**src/rtl/arb_pkg.sv**
```systemverilog
// Shared types and constants for the 4-requester round-robin arbiter.
package arb_pkg;

  localparam logic ST_IDLE  = 1'b0;
  localparam logic ST_GRANT = 1'b1;
  localparam int   N_REQ    = 4;
  localparam int   IDX_W    = 2;

  typedef enum logic {
    S_IDLE  = ST_IDLE,
    S_GRANT = ST_GRANT
  } state_t;

  function automatic logic [N_REQ-1:0] idx2onehot(input logic [IDX_W-1:0] idx);
    return N_REQ'(1) << idx;
  endfunction

endpackage

```
**src/rtl/rr_prio_enc4.sv**
```systemverilog
// Rotated 4-input priority encoder: the first set bit at or after 'start' (wrapping) wins.
module rr_prio_enc4
  import arb_pkg::*;
(
  input  logic [N_REQ-1:0] req,
  input  logic [IDX_W-1:0] start,
  output logic [IDX_W-1:0] idx,
  output logic             any
);

  logic [2*N_REQ-1:0] dbl;
  logic [N_REQ-1:0]   rot;
  logic [IDX_W-1:0]   pos;

  always_comb begin
    // rot[i] = req[(i + start) mod 4], so rot[0] is the highest-priority client
    dbl = {req, req};
    rot = dbl[start +: N_REQ];
    pos = 2'd0;
    if (rot[0])      pos = 2'd0;
    else if (rot[1]) pos = 2'd1;
    else if (rot[2]) pos = 2'd2;
    else if (rot[3]) pos = 2'd3;
    idx = pos + start;
    any = |req;
  end

endmodule

```
**src/rtl/rr_arbiter_4req.sv**
```systemverilog
// Round-robin arbiter for 4 clients: grant held until release or hold-limit timeout,
// with one idle cycle between owners for resource turnaround.
module rr_arbiter_4req
  import arb_pkg::*;
#(
  parameter int MAX_HOLD = 8,
  parameter int CNT_W    = 8
) (
  input  logic             clk,
  input  logic             rst,
  input  logic             en,
  input  logic [N_REQ-1:0] req,
  input  logic             done,
  output logic [N_REQ-1:0] gnt,
  output logic [IDX_W-1:0] gnt_idx,
  output logic             gnt_valid,
  output logic             timeout
);

  localparam logic [CNT_W-1:0] HOLD_LAST = (MAX_HOLD == 0) ? '0 : CNT_W'(MAX_HOLD - 1);

  state_t             state_q, state_d;
  logic [CNT_W-1:0]   hold_cnt_q, hold_cnt_d;
  logic [IDX_W-1:0]   last_idx_q, last_idx_d;
  logic [N_REQ-1:0]   gnt_q, gnt_d;
  logic [IDX_W-1:0]   gnt_idx_q, gnt_idx_d;

  logic [IDX_W-1:0]   win_idx;
  logic               win_any;
  logic               rel_c;
  logic               hold_hit;

  rr_prio_enc4 u_enc (
    .req   (req),
    .start (last_idx_q + 2'd1),
    .idx   (win_idx),
    .any   (win_any)
  );

  always_comb begin
    state_d    = state_q;
    hold_cnt_d = hold_cnt_q;
    last_idx_d = last_idx_q;
    gnt_d      = gnt_q;
    gnt_idx_d  = gnt_idx_q;
    timeout    = 1'b0;
    rel_c      = done || !req[gnt_idx_q];
    hold_hit   = (MAX_HOLD != 0) && (hold_cnt_q == HOLD_LAST);

    case (state_q)
      S_IDLE: begin
        hold_cnt_d = '0;
        if (en && win_any) begin
          state_d   = S_GRANT;
          gnt_d     = idx2onehot(win_idx);
          gnt_idx_d = win_idx;
        end
      end
      S_GRANT: begin
        if (rel_c || hold_hit) begin
          state_d    = S_IDLE;
          gnt_d      = '0;
          hold_cnt_d = '0;
          last_idx_d = gnt_idx_q;
          // A voluntary release in the limit cycle wins over the forced one
          timeout    = hold_hit && !rel_c;
        end else if (hold_cnt_q != '1) begin
          hold_cnt_d = hold_cnt_q + CNT_W'(1);
        end
      end
      default: begin
        state_d = S_IDLE;
        gnt_d   = '0;
      end
    endcase
  end

  always_ff @(posedge clk or posedge rst) begin
    if (rst) begin
      state_q    <= S_IDLE;
      hold_cnt_q <= '0;
      last_idx_q <= 2'd3;
      gnt_q      <= '0;
      gnt_idx_q  <= '0;
    end else begin
      state_q    <= state_d;
      hold_cnt_q <= hold_cnt_d;
      last_idx_q <= last_idx_d;
      gnt_q      <= gnt_d;
      gnt_idx_q  <= gnt_idx_d;
    end
  end

  assign gnt       = gnt_q;
  assign gnt_idx   = gnt_idx_q;
  assign gnt_valid = (state_q == S_GRANT);

endmodule

```
**config.mk**
```make
export PLATFORM = sky130hd
export DESIGN_NAME = rr_arbiter_4req
export DESIGN_NICKNAME = d
export VERILOG_FILES = /design/src/rtl/arb_pkg.sv /design/src/rtl/rr_prio_enc4.sv /design/src/rtl/rr_arbiter_4req.sv
export SDC_FILE = /design/constraint.sdc
export NUM_CORES = 1
export LEC_CHECK = 0
export CAP_MARGIN = 20
export CORE_ASPECT_RATIO = 0.8
export CORE_MARGIN = 2
export CORE_UTILIZATION = 53
export DETAILED_ROUTE_END_ITERATION = 6
export GPL_TIMING_DRIVEN = 0
export PLACE_DENSITY = 0.78
export SETUP_SLACK_MARGIN = 0.5
export SLEW_MARGIN = 25
export SYNTH_ARGS = -nofsm -noshare
export SYNTH_HDL_FRONTEND = slang
export SYNTH_SLANG_ARGS = --single-unit
```
**constraint.sdc**
```tcl
create_clock -name clk -period 3.1 [get_ports clk]
set_input_delay 0.465 -clock clk [delete_from_list [all_inputs] [get_ports clk]]
set_output_delay 0.465 -clock clk [all_outputs]
set_load 0.005 [all_outputs]
```
# Yosys cells after proc, flatten, opt, wreduce, memory -nomap -nowiden
# Index checks and enable logic that the tools add are counted.
dict set report word_totals {
  ff_bits 17
  output_inout_bits 8
}
dict set report op_classes {
  n_addsub 3
  magnitude_cmp 1
  n_eq_ne 5
  n_shift 2
  muxes 17
  bitwise 1
  n_reduce_logical 10
}
# operator n
set ops {}
lappend ops {{2-to-1 mux 8 bit} 2}
lappend ops {{case mux 8 bit (2 select lines)} 1}
lappend ops {{adder 8 x 1 -> 8 bit (second input constant)} 1}
lappend ops {{equality test 8 x 3 -> 1 bit (second input constant)} 1}
lappend ops {{2-to-1 mux 2 bit} 4}
lappend ops {{2-to-1 mux 4 bit} 2}
lappend ops {{inequality test 8 bit (second input constant)} 1}
lappend ops {{case mux 4 bit (2 select lines)} 1}
lappend ops {{indexed part select 8 x 3 -> 4 bit} 1}
lappend ops {{AND reduction 2 bit} 3}
lappend ops {{2-to-1 mux 1 bit} 5}
lappend ops {{OR reduction 4 bit} 1}
lappend ops {{left shift 1 x 2 -> 4 bit (first input constant)} 1}
lappend ops {{less-than comparator 2 x 3 -> 1 bit (second input constant)} 1}
lappend ops {{inequality test 3 x 1 -> 1 bit (second input constant)} 1}
lappend ops {{adder 2 x 1 -> 2 bit (second input constant)} 1}
lappend ops {{adder 2 bit} 1}
lappend ops {{binary-select mux 1 bit (select 2 bit)} 1}
lappend ops {{logical AND 1 bit} 2}
lappend ops {{logical NOT 1 bit} 2}
lappend ops {{logical OR 1 bit} 2}
lappend ops {{inequality test 2 x 1 -> 1 bit (second input constant)} 1}
lappend ops {{inequality test 2 bit (second input constant)} 1}
lappend ops {{case mux 1 bit (2 select lines)} 1}
lappend ops {{NOT 1 bit} 1}

# Longest topological paths before layout
# Gate-level depths: netlist of the first run.
dict set report logic_depth {
  ltp_word 10
  ltp_mapped 10
  mapped_depth_nobuf 9
}

# Hierarchy
# From an unflattened synthesis of the first run, not the netlist that was laid out.
dict set report hier_totals {
  cells_unflattened 108
  area_unflattened_um2 1056.0
}
# mod instances cells_per_inst area_each_um2
set by_module_without_submodules {}
lappend by_module_without_submodules {rr_arbiter_4req 1 86 894.6}
lappend by_module_without_submodules {rr_prio_enc4 1 22 161.4}

# Least setup slack after synthesis of the first run
# OpenSTA, ideal clock, no wires.
dict set report synth_timing {
  path_kind {input to register}
  start {input req[1]}
  end {register gnt_q[0], in the netlist gnt[0]}
  setup_ns 0.087
  arrival_time_ns 2.095
  required_ns 3.013
  slack_ns 0.918
  path_stages 10
  n_path_buf 1
  cell_sequence {clkbuf_1 > nand2b_1 > o22ai_1 > o21ai_0 > o221ai_1 > ha_1 > xor3_1 > nor4b_1 > o21ai_0 > o211ai_1}
}
dict set report synth_via {
  elab_chain_len 9
}
# element line_no
set synth_lines {}
lappend synth_lines {{from (decl)} rr_arbiter_4req.sv:12} ;# input logic [N_REQ-1:0] req,
lappend synth_lines {{indexed part select 8 x 3 -> 4 bit} rr_prio_enc4.sv:18} ;# rot = dbl[start +: N_REQ];
lappend synth_lines {{2-to-1 mux 2 bit} rr_prio_enc4.sv:23} ;# else if (rot[3]) pos = 2'd3;
lappend synth_lines {{2-to-1 mux 2 bit} rr_prio_enc4.sv:22} ;# else if (rot[2]) pos = 2'd2;
lappend synth_lines {{2-to-1 mux 2 bit} rr_prio_enc4.sv:21} ;# else if (rot[1]) pos = 2'd1;
lappend synth_lines {{2-to-1 mux 2 bit} rr_prio_enc4.sv:20} ;# if (rot[0]) pos = 2'd0;
lappend synth_lines {{adder 2 bit} rr_prio_enc4.sv:24} ;# idx = pos + start;
lappend synth_lines {{left shift 1 x 2 -> 4 bit} arb_pkg.sv:15} ;# return N_REQ'(1) << idx;
lappend synth_lines {{2-to-1 mux 4 bit} rr_arbiter_4req.sv:53} ;# if (en && win_any) begin
lappend synth_lines {{case mux 4 bit (2 select lines)} rr_arbiter_4req.sv:50} ;# case (state_q)
lappend synth_lines {{to (signal assigned)} rr_arbiter_4req.sv:89} ;# gnt_q <= gnt_d;
lappend synth_lines {{to (decl)} rr_arbiter_4req.sv:25} ;# logic [N_REQ-1:0] gnt_q, gnt_d;
# Several ways; a longest one is shown, not always the timed one. The select of a mux whose other input is x is not followed.
# A chain may end at the register's enable or synchronous reset.

# Worst setup path after layout of the first run
dict set report layout_timing {
  start {register hold_cnt_q[7]}
  end {output timeout}
}
dict set report layout_via {
  elab_chain_len 4
}
# element line_no
set layout_lines {}
lappend layout_lines {{from (decl)} rr_arbiter_4req.sv:23} ;# logic [CNT_W-1:0] hold_cnt_q, hold_cnt_d;
lappend layout_lines {{from (signal assigned)} rr_arbiter_4req.sv:87} ;# hold_cnt_q <= hold_cnt_d;
lappend layout_lines {{equality test 8 x 3 -> 1 bit *} rr_arbiter_4req.sv:48} ;# hold_hit = (MAX_HOLD != 0) && (hold_cnt_q == HOLD_LAST);
lappend layout_lines {{logical AND 1 bit / logical OR 1 bit (equally long branches)} {rr_arbiter_4req.sv:66, rr_arbiter_4req.sv:60}}
lappend layout_lines {{2-to-1 mux 1 bit *} rr_arbiter_4req.sv:60} ;# if (rel_c || hold_hit) begin
lappend layout_lines {{2-to-1 mux 1 bit *} rr_arbiter_4req.sv:50}
lappend layout_lines {{to (decl)} rr_arbiter_4req.sv:17} ;# output logic timeout
# Every way passes the cells marked *; elsewhere a longest branch is shown, timed or not.

==> results.md, run 1 <==
* Status: finished clean
* Sequential cell area fraction in the yosys report at 0.383
* Fmax at 415 MHz
* Hold Path Class: in -> async
* CTS tree: built
* Post-synth EDFFs at 0
* GRT overflow at 0
* Hold Fails Final Rpt at 0
* Starting Density at 0.575
* Met1 Usage GRT at 0.314
* CP startpoint kind: flop
* Fin crit share at 0.778
* Post-synth top area share at 0.336
* Syn_nets at 134
* Async S/R FF share, synth at 1.00
* Share of layout cells above drive strength 1 at 0.186
* Initial antenna violation count at 0
* Clock buffer depth at 2
* Final slew viol count at 0
* Die extent in x at 55.4 microns
* Grt peak-use layer: met1
* Delay-heaviest family, CP: simple AND/OR/NAND/NOR gates
* Clock skew at 0.00242 ns
* P_leak at 0.000551 uW
* Total track usage at 0.212
* Area delta synth->final at 22.1%
* Rel. slew slack at 0.538
* Setup Total Neg Slack at 0 ns
* Setup crit end kind: output port
* Setup ws final at 0.688 ns
* Critical path, cell by cell: or4_1 > or3_4 > nor2_1 > dlygate4sd2_1
* # DRC at 0
* Dominant cell type by area after synthesis: dfrtp_1
* Ports at 16
* Core box area at 0.00194 sq mm
* Most frequent cell after synthesis: dfrtp_1
* CP bufs+invs at 1
* Worst VDD drop at about 0.46 mV
* CP arrival at around 2.0 ns
* Std-Cell Rows at 14
* Synthesis warning total at 0
* Area of the mapped netlist at roughly 0.0011 sq mm
* Worst path max stage delay at 0.54 ns
* Post-synth top cells: dfrtp_1 (15), nor2_1 (10), nand2_1 (9)
* Non-Filler Instances at 169
* Mapped Avg Cell Area at about 9 sq um
* Inst Count DP at 161
* Routed Antenna Nets at 0
* Total die area at about 0.0025 sq mm
* Hold_buf cts at 0
* Critical path class: reg -> out
* Synth top area cells: dfrtp_1 (34%), dfstp_2 (4.7%), o21ai_0 (3.6%), nor2_1 (3.4%), nor3_1 (3.1%)
* Cts bufs inserted at 3
* Max-cap violations at 0
* Routed WL at 2430 microns
* Placement Setup Slack at 0.359 ns
* Ys flop type: dfrtp_1
* CTS HTree Levels at 1
* Cells after Synth at 124
* Post-layout min period at between 2 and 2.5 ns
* Avg Vias per Cell at 5.91
* PwrDens at roughly 700 mW/mm^2
* Nets at 156
* Drt first-iter violations at 38
* Vias in the first global route at 895
* WHS at between 0.5 and 0.6 ns
* Largest net degree at the start of global routing at 18
* RSZ-0062 raised after global routing: no
* Drt wl/cell at 14.4 microns
* CP Data Required Time at approximately 2.6 ns
* Clock Sinks at 17
* Netlist cell types at 42
* Met2 usage at 0.314
* Setup violators final at 0
* Skew-Pair Late Insertion Delay at between 0.2 and 0.3 ns
* Flops & latches, synth at 17
* CTS root buf: clkbuf_4
* Global-route wire length before repair at 4100 microns
* GR Util met3 at 0.0659
* Port Buffers at 13
* Worst slew pin tran at 0.687 ns
* DP Wirelength at roughly 1700 microns
* Pre-antenna DRT Iters at 4
* Crit-path max FO at 2
* Chip height at 45.1 microns
* Total power at 955 uW
* Clock transition at the registers of the reported paths at ~0.10 ns
* # diodes at 0
* Vias post-DR at 999
* Final GP Congestion at around 0.86
* Crit-path slowest cell: or4_1
## registers in the layout, summed over array words and instances, names as in the netlist
register / count
gnt_valid: 1
hold_cnt_q: 8
gnt: 4
last_idx_q: 2
gnt_idx: 2
## cells by family (layout without fill, tap and decap cells)
group | Yosys count | after routing | share of synthesized area
simple gates | 54 | 54 | 0.272
flops | 17 | 17 | 0.383
compound gates | 30 | 30 | 0.188
buf+inv | 12 | 33 | 0.0414
mux | 6 | 6 | 0.0570
xor+xnor | 3 | 3 | 0.0369
fa+ha+maj | 2 | 2 | 0.0224
## layout make-up
| type | instances | area, sq um |
|---|---|---|
| Buffer | 4 | 17.5 |
| Clock buffer | 4 | 26.3 |
| Fill cell | 161 | 578 |
| Inverter | 8 | 30.0 |
| Multi-Input combinational cell | 95 | 676 |
| Sequential cell | 17 | 428 |
| Tap cell | 24 | 30.0 |
| Timing Repair Buffer | 17 | 159 |
## power by group
| part | internal [uW] | total (uW) | switching (uW) |
|---|---|---|---|
| combinational | 257 | 500 | 243 |
| clock | 50.0 | 119 | 69.3 |
| sequential | 280 | 335 | 54.8 |
| total | 588 | 955 | 367 |
## path summary, 6_finish.rpt
check	from	endpoint	slack, ns	cells past startpoint
max	hold_cnt_q[7]$_DFFE_PP0P_	timeout	0.69	4
min	rst	gnt[2]$_DFFE_PP0P_	0.55	2
max reg2reg	last_idx_q[0]$_DFFE_PP1P_	gnt_idx[1]$_DFFE_PP0P_	0.75	9
min reg2reg	gnt[2]$_DFFE_PP0P_	gnt[2]$_DFFE_PP0P_	0.57	2
max in group asynchronous	rst	gnt_idx[1]$_DFFE_PP0P_	2.13	2
min in group clk	gnt[2]$_DFFE_PP0P_	gnt[2]$_DFFE_PP0P_	0.57	2
## cell usage in the layout, fill, tap and decap left out, types with 2 or more instances in the layout
cell type and instances:
dfrtp_1 15, clkdlybuf4s50_1 12, nor2_1 10, nand2_1 9, o21ai_0 8, inv_1 8, nor3_1 7, nand3_1 6
nand2b_1 4, o211ai_1 4, buf_4 4, clkbuf_1 3, nor4_2 3, or2_2 3, mux2_2 3, mux2i_1 3
a31oi_1 3, clkbuf_4 3, and3b_1 2, nor4b_2 2, a211oi_1 2, xor2_1 2, o221ai_1 2, ha_1 2
dfstp_2 2
## what timing repair did
action,CTS,global route
endpoints found under the setup margin,1,4
setup buffers,4,0
pin swaps,1,0
resized for setup,2,6
## through the flow
step | utilization | area [sq um]
5_1_grt | 0.703 | 1370
2_1_floorplan | - | 1120
3_3_place_gp | 0.658 | 1280
6_report | 0.703 | 1370
4_1_cts | 0.689 | 1340
3_5_place_dp | 0.658 | 1280
## layer usage
metal | share of wire | vias up
li1 | - | 503
met1 | 0.52 | 457
met2 | 0.42 | 37
met3 | 0.061 | 2
met4 | 0.0025 | 0
met5 | 0 | -
Power figures use the tool's default switching activity.
==> run 2, diff against run 1 <==
==> constraint.sdc (replaced) <==
create_clock -name clk -period 2.3 [get_ports clk]
set_input_delay 0.345 -clock clk [delete_from_list [all_inputs] [get_ports clk]]
set_output_delay 0.345 -clock clk [all_outputs]
set_load 0.005 [all_outputs]
==> run 2 against run 1 <==
Combinational power up 90%. Die area unchanged. Routed wire length up 15%. Total power up 64%. Via count up 5.0%. Register-to-register slack worse by 0.56 ns. Sequential cell count unchanged. First-iteration DRC count up 39%. Clock power up 30%. Largest power group unchanged.
==> results.md, run 2 (synthesis results as in run 1) <==
* Skew-Pair Late Insertion Delay at 0.28 ns (was 0.29 ns)
* Non-Filler Instances at 177 (was 169)
* Crit-path slowest cell: or4_4 (was or4_1)
* Fmax at around 470 MHz
* GR Util met3 at 0.0544 (was 0.0659)
* CP startpoint kind: flop (unchanged)
* Hold Path Class: in -> async (unchanged)
* Final slew viol count at 0 (unchanged)
* Rel. slew slack at 0.568 (was 0.538)
* Clock buffer depth at 2 (unchanged)
* Chip height at 45.1 microns (unchanged)
* Clock transition at the registers of the reported paths at 0.09 ns (was 0.10 ns)
* Met2 usage at 0.440 (was 0.314)
* # DRC at 0 (unchanged)
* DP Wirelength at 1840 microns (was 1670 microns)
* Global-route wire length before repair at 4850 microns (was 4100 microns)
* Port Buffers at 13 (unchanged)
* Inst Count DP at 161 (unchanged)
* Most common cell after layout, fill and taps aside: dfrtp_1 (unchanged)
* Post-layout min period at 2.13 ns
* CTS tree: built (unchanged)
* Vias post-DR at 1049 (was 999)
* PwrDens at 984 mW/mm^2 (was 699 mW/mm^2)
* Ports at 16 (unchanged)
* Vias in the first global route at 1006 (was 895)
* Max-cap violations at 0 (unchanged)
* Core box area at 0.00194 sq mm (unchanged)
* Clock skew at 0.00130 ns (was 0.00242 ns)
* Largest net degree at the start of global routing at 18 (unchanged)
* CTS root buf: clkbuf_4 (unchanged)
* CTS HTree Levels at 1 (unchanged)
* Setup crit end kind: output port (unchanged)
* Drt wl/cell at 15.8 microns (was 14.4 microns)
* Setup violators final at 0 (unchanged)
* Total die area at 0.00250 sq mm (unchanged)
* Hold_buf cts at 0 (unchanged)
* R2R depth at 10 (was 9)
* Setup Total Neg Slack at 0 ns (unchanged)
* R2r startpoint: last_idx_q[0]$_DFFE_PP1P_ (unchanged)
* Status: finished clean (unchanged)
* Worst VDD drop at 0.846 mV (was 0.461 mV)
* Die extent in x at 55.4 microns (unchanged)
* Worst slew pin tran at 0.643 ns (was 0.687 ns)
* Critical path, cell by cell: or4_4 > or3_4 > nor2_1 > buf_2 (was or4_1 > or3_4 > nor2_1 > dlygate4sd2_1)
* Largest register FFs at 8 (unchanged)
* Avg Vias per Cell at 5.93 (was 5.91)
* Grt peak-use layer: met2 (was met1)
* Most frequent cells in the layout: dfrtp_1 (15), clkdlybuf4s50_1 (10), nor2_1 (8), buf_4 (8) (was dfrtp_1 (15), clkdlybuf4s50_1 (12), nor2_1 (10))
* Starting Density at 0.575 (unchanged)
* Total track usage at 0.255 (was 0.212)
* # diodes at 0 (unchanged)
* CP arrival at 1.79 ns (was 1.95 ns)
* RSZ-0062 raised after global routing: yes (was no)
* Cts bufs inserted at 3 (unchanged)
* Met1 Usage GRT at 0.349 (was 0.314)
* Nets at 164 (was 156)
* Worst path max stage delay at 0.53 ns (was 0.54 ns)
* Routed WL at 2800 microns (was 2430 microns)
* Delay-heaviest family, CP: simple AND/OR/NAND/NOR gates (unchanged)
* Share of layout cells above drive strength 1 at 0.340 (was 0.186)
* Initial antenna violation count at 0 (unchanged)
* Hold Fails Final Rpt at 0 (unchanged)
* Final GP Congestion at 0.886 (was 0.861)
* Worst R2R End: gnt[0]$_DFFE_PP0P_ (was gnt_idx[1]$_DFFE_PP0P_)
* Clock Sinks at 17 (unchanged)
* CP Data Required Time at 1.96 ns (was 2.63 ns)
* Pre-antenna DRT Iters at 4 (unchanged)
* Fin crit share at 0.928
* Biggest register: hold_cnt_q (unchanged)
* Crit-path max FO at 2 (unchanged)
* GRT overflow at 0 (unchanged)
* P_leak at 0.000628 uW (was 0.000551 uW)
* Drt first-iter violations at 53 (was 38)
* Area delta synth->final at 42.2% (was 22.1%)
* Routed Antenna Nets at 0 (unchanged)
* Register-to-register path setup slack at 0.19 ns (was 0.75 ns)
* CP bufs+invs at 1 (unchanged)
* Critical path class: reg -> out (unchanged)
* Std-Cell Rows at 14 (unchanged)
run 2: area by class of cell:
| class | count | area, sq um |
|---|---|---|
| multi-input combinational | 96 | 818 |
| buffer | 4 | 38.8 |
| clock buffer | 4 | 26.3 |
| inverter | 8 | 32.5 |
| timing repair buffer | 24 | 216 |
| tap | 24 | 30.0 |
| fill | 135 | 354 |
| sequential | 17 | 428 |
run 2: per-stage QoR:
stage                     hold slack [ns]  utilization  worst slack [ns]  total power, uW  instance area, sq um
after floorplan                     0.270            -             0.242             1030                  1200
after global placement              0.515        0.701            -0.256             1210                  1360
after detailed placement            0.541        0.701            -0.288             1220                  1360
after CTS                           0.441        0.799             0.165             1510                  1550
after global routing                0.506        0.818            0.0271             1670                  1590
final                               0.437        0.818             0.166             1560                  1590
run 2: how the worst max path moves through the flow:
stage | start | to | slack [ns] | cells after the start
floorplan | last_idx_q[0]$_DFFE_PP1P_ | gnt[2]$_DFFE_PP0P_ | 0.24 | 10
global placement | req[0] | gnt[1]$_DFFE_PP0P_ | -0.26 | 6
detailed placement | req[0] | gnt[3]$_DFFE_PP0P_ | -0.29 | 6
CTS | hold_cnt_q[7]$_DFFE_PP0P_ | timeout | 0.16 | 4
global route | last_idx_q[0]$_DFFE_PP1P_ | gnt_idx[1]$_DFFE_PP0P_ | 0.03 | 9
finish | hold_cnt_q[7]$_DFFE_PP0P_ | timeout | 0.17 | 4
run 2: repair_timing:
item | CTS | global route
cloned | 1 | 0
setup buffers | 9 | 2
endpoints found under the setup margin | 15 | 18
pin swaps | 12 | 5
resized for setup | 26 | 8
run 2: power by group:
group	internal, uW	total, uW	leakage (uW)	switching, uW
registers	378	459	0.000223	81.6
logic	507	951	0.000390	444
clock network	67.4	155	0.0000150	87.3
total	952	1560	0.000628	613
run 2: per-layer routing:
metal | up-vias | wire, microns
met2 | 22 | 1320
met5 | - | 0
li1 | 528 | -
met3 | 0 | 105
met1 | 499 | 1370
met4 | 0 | 0
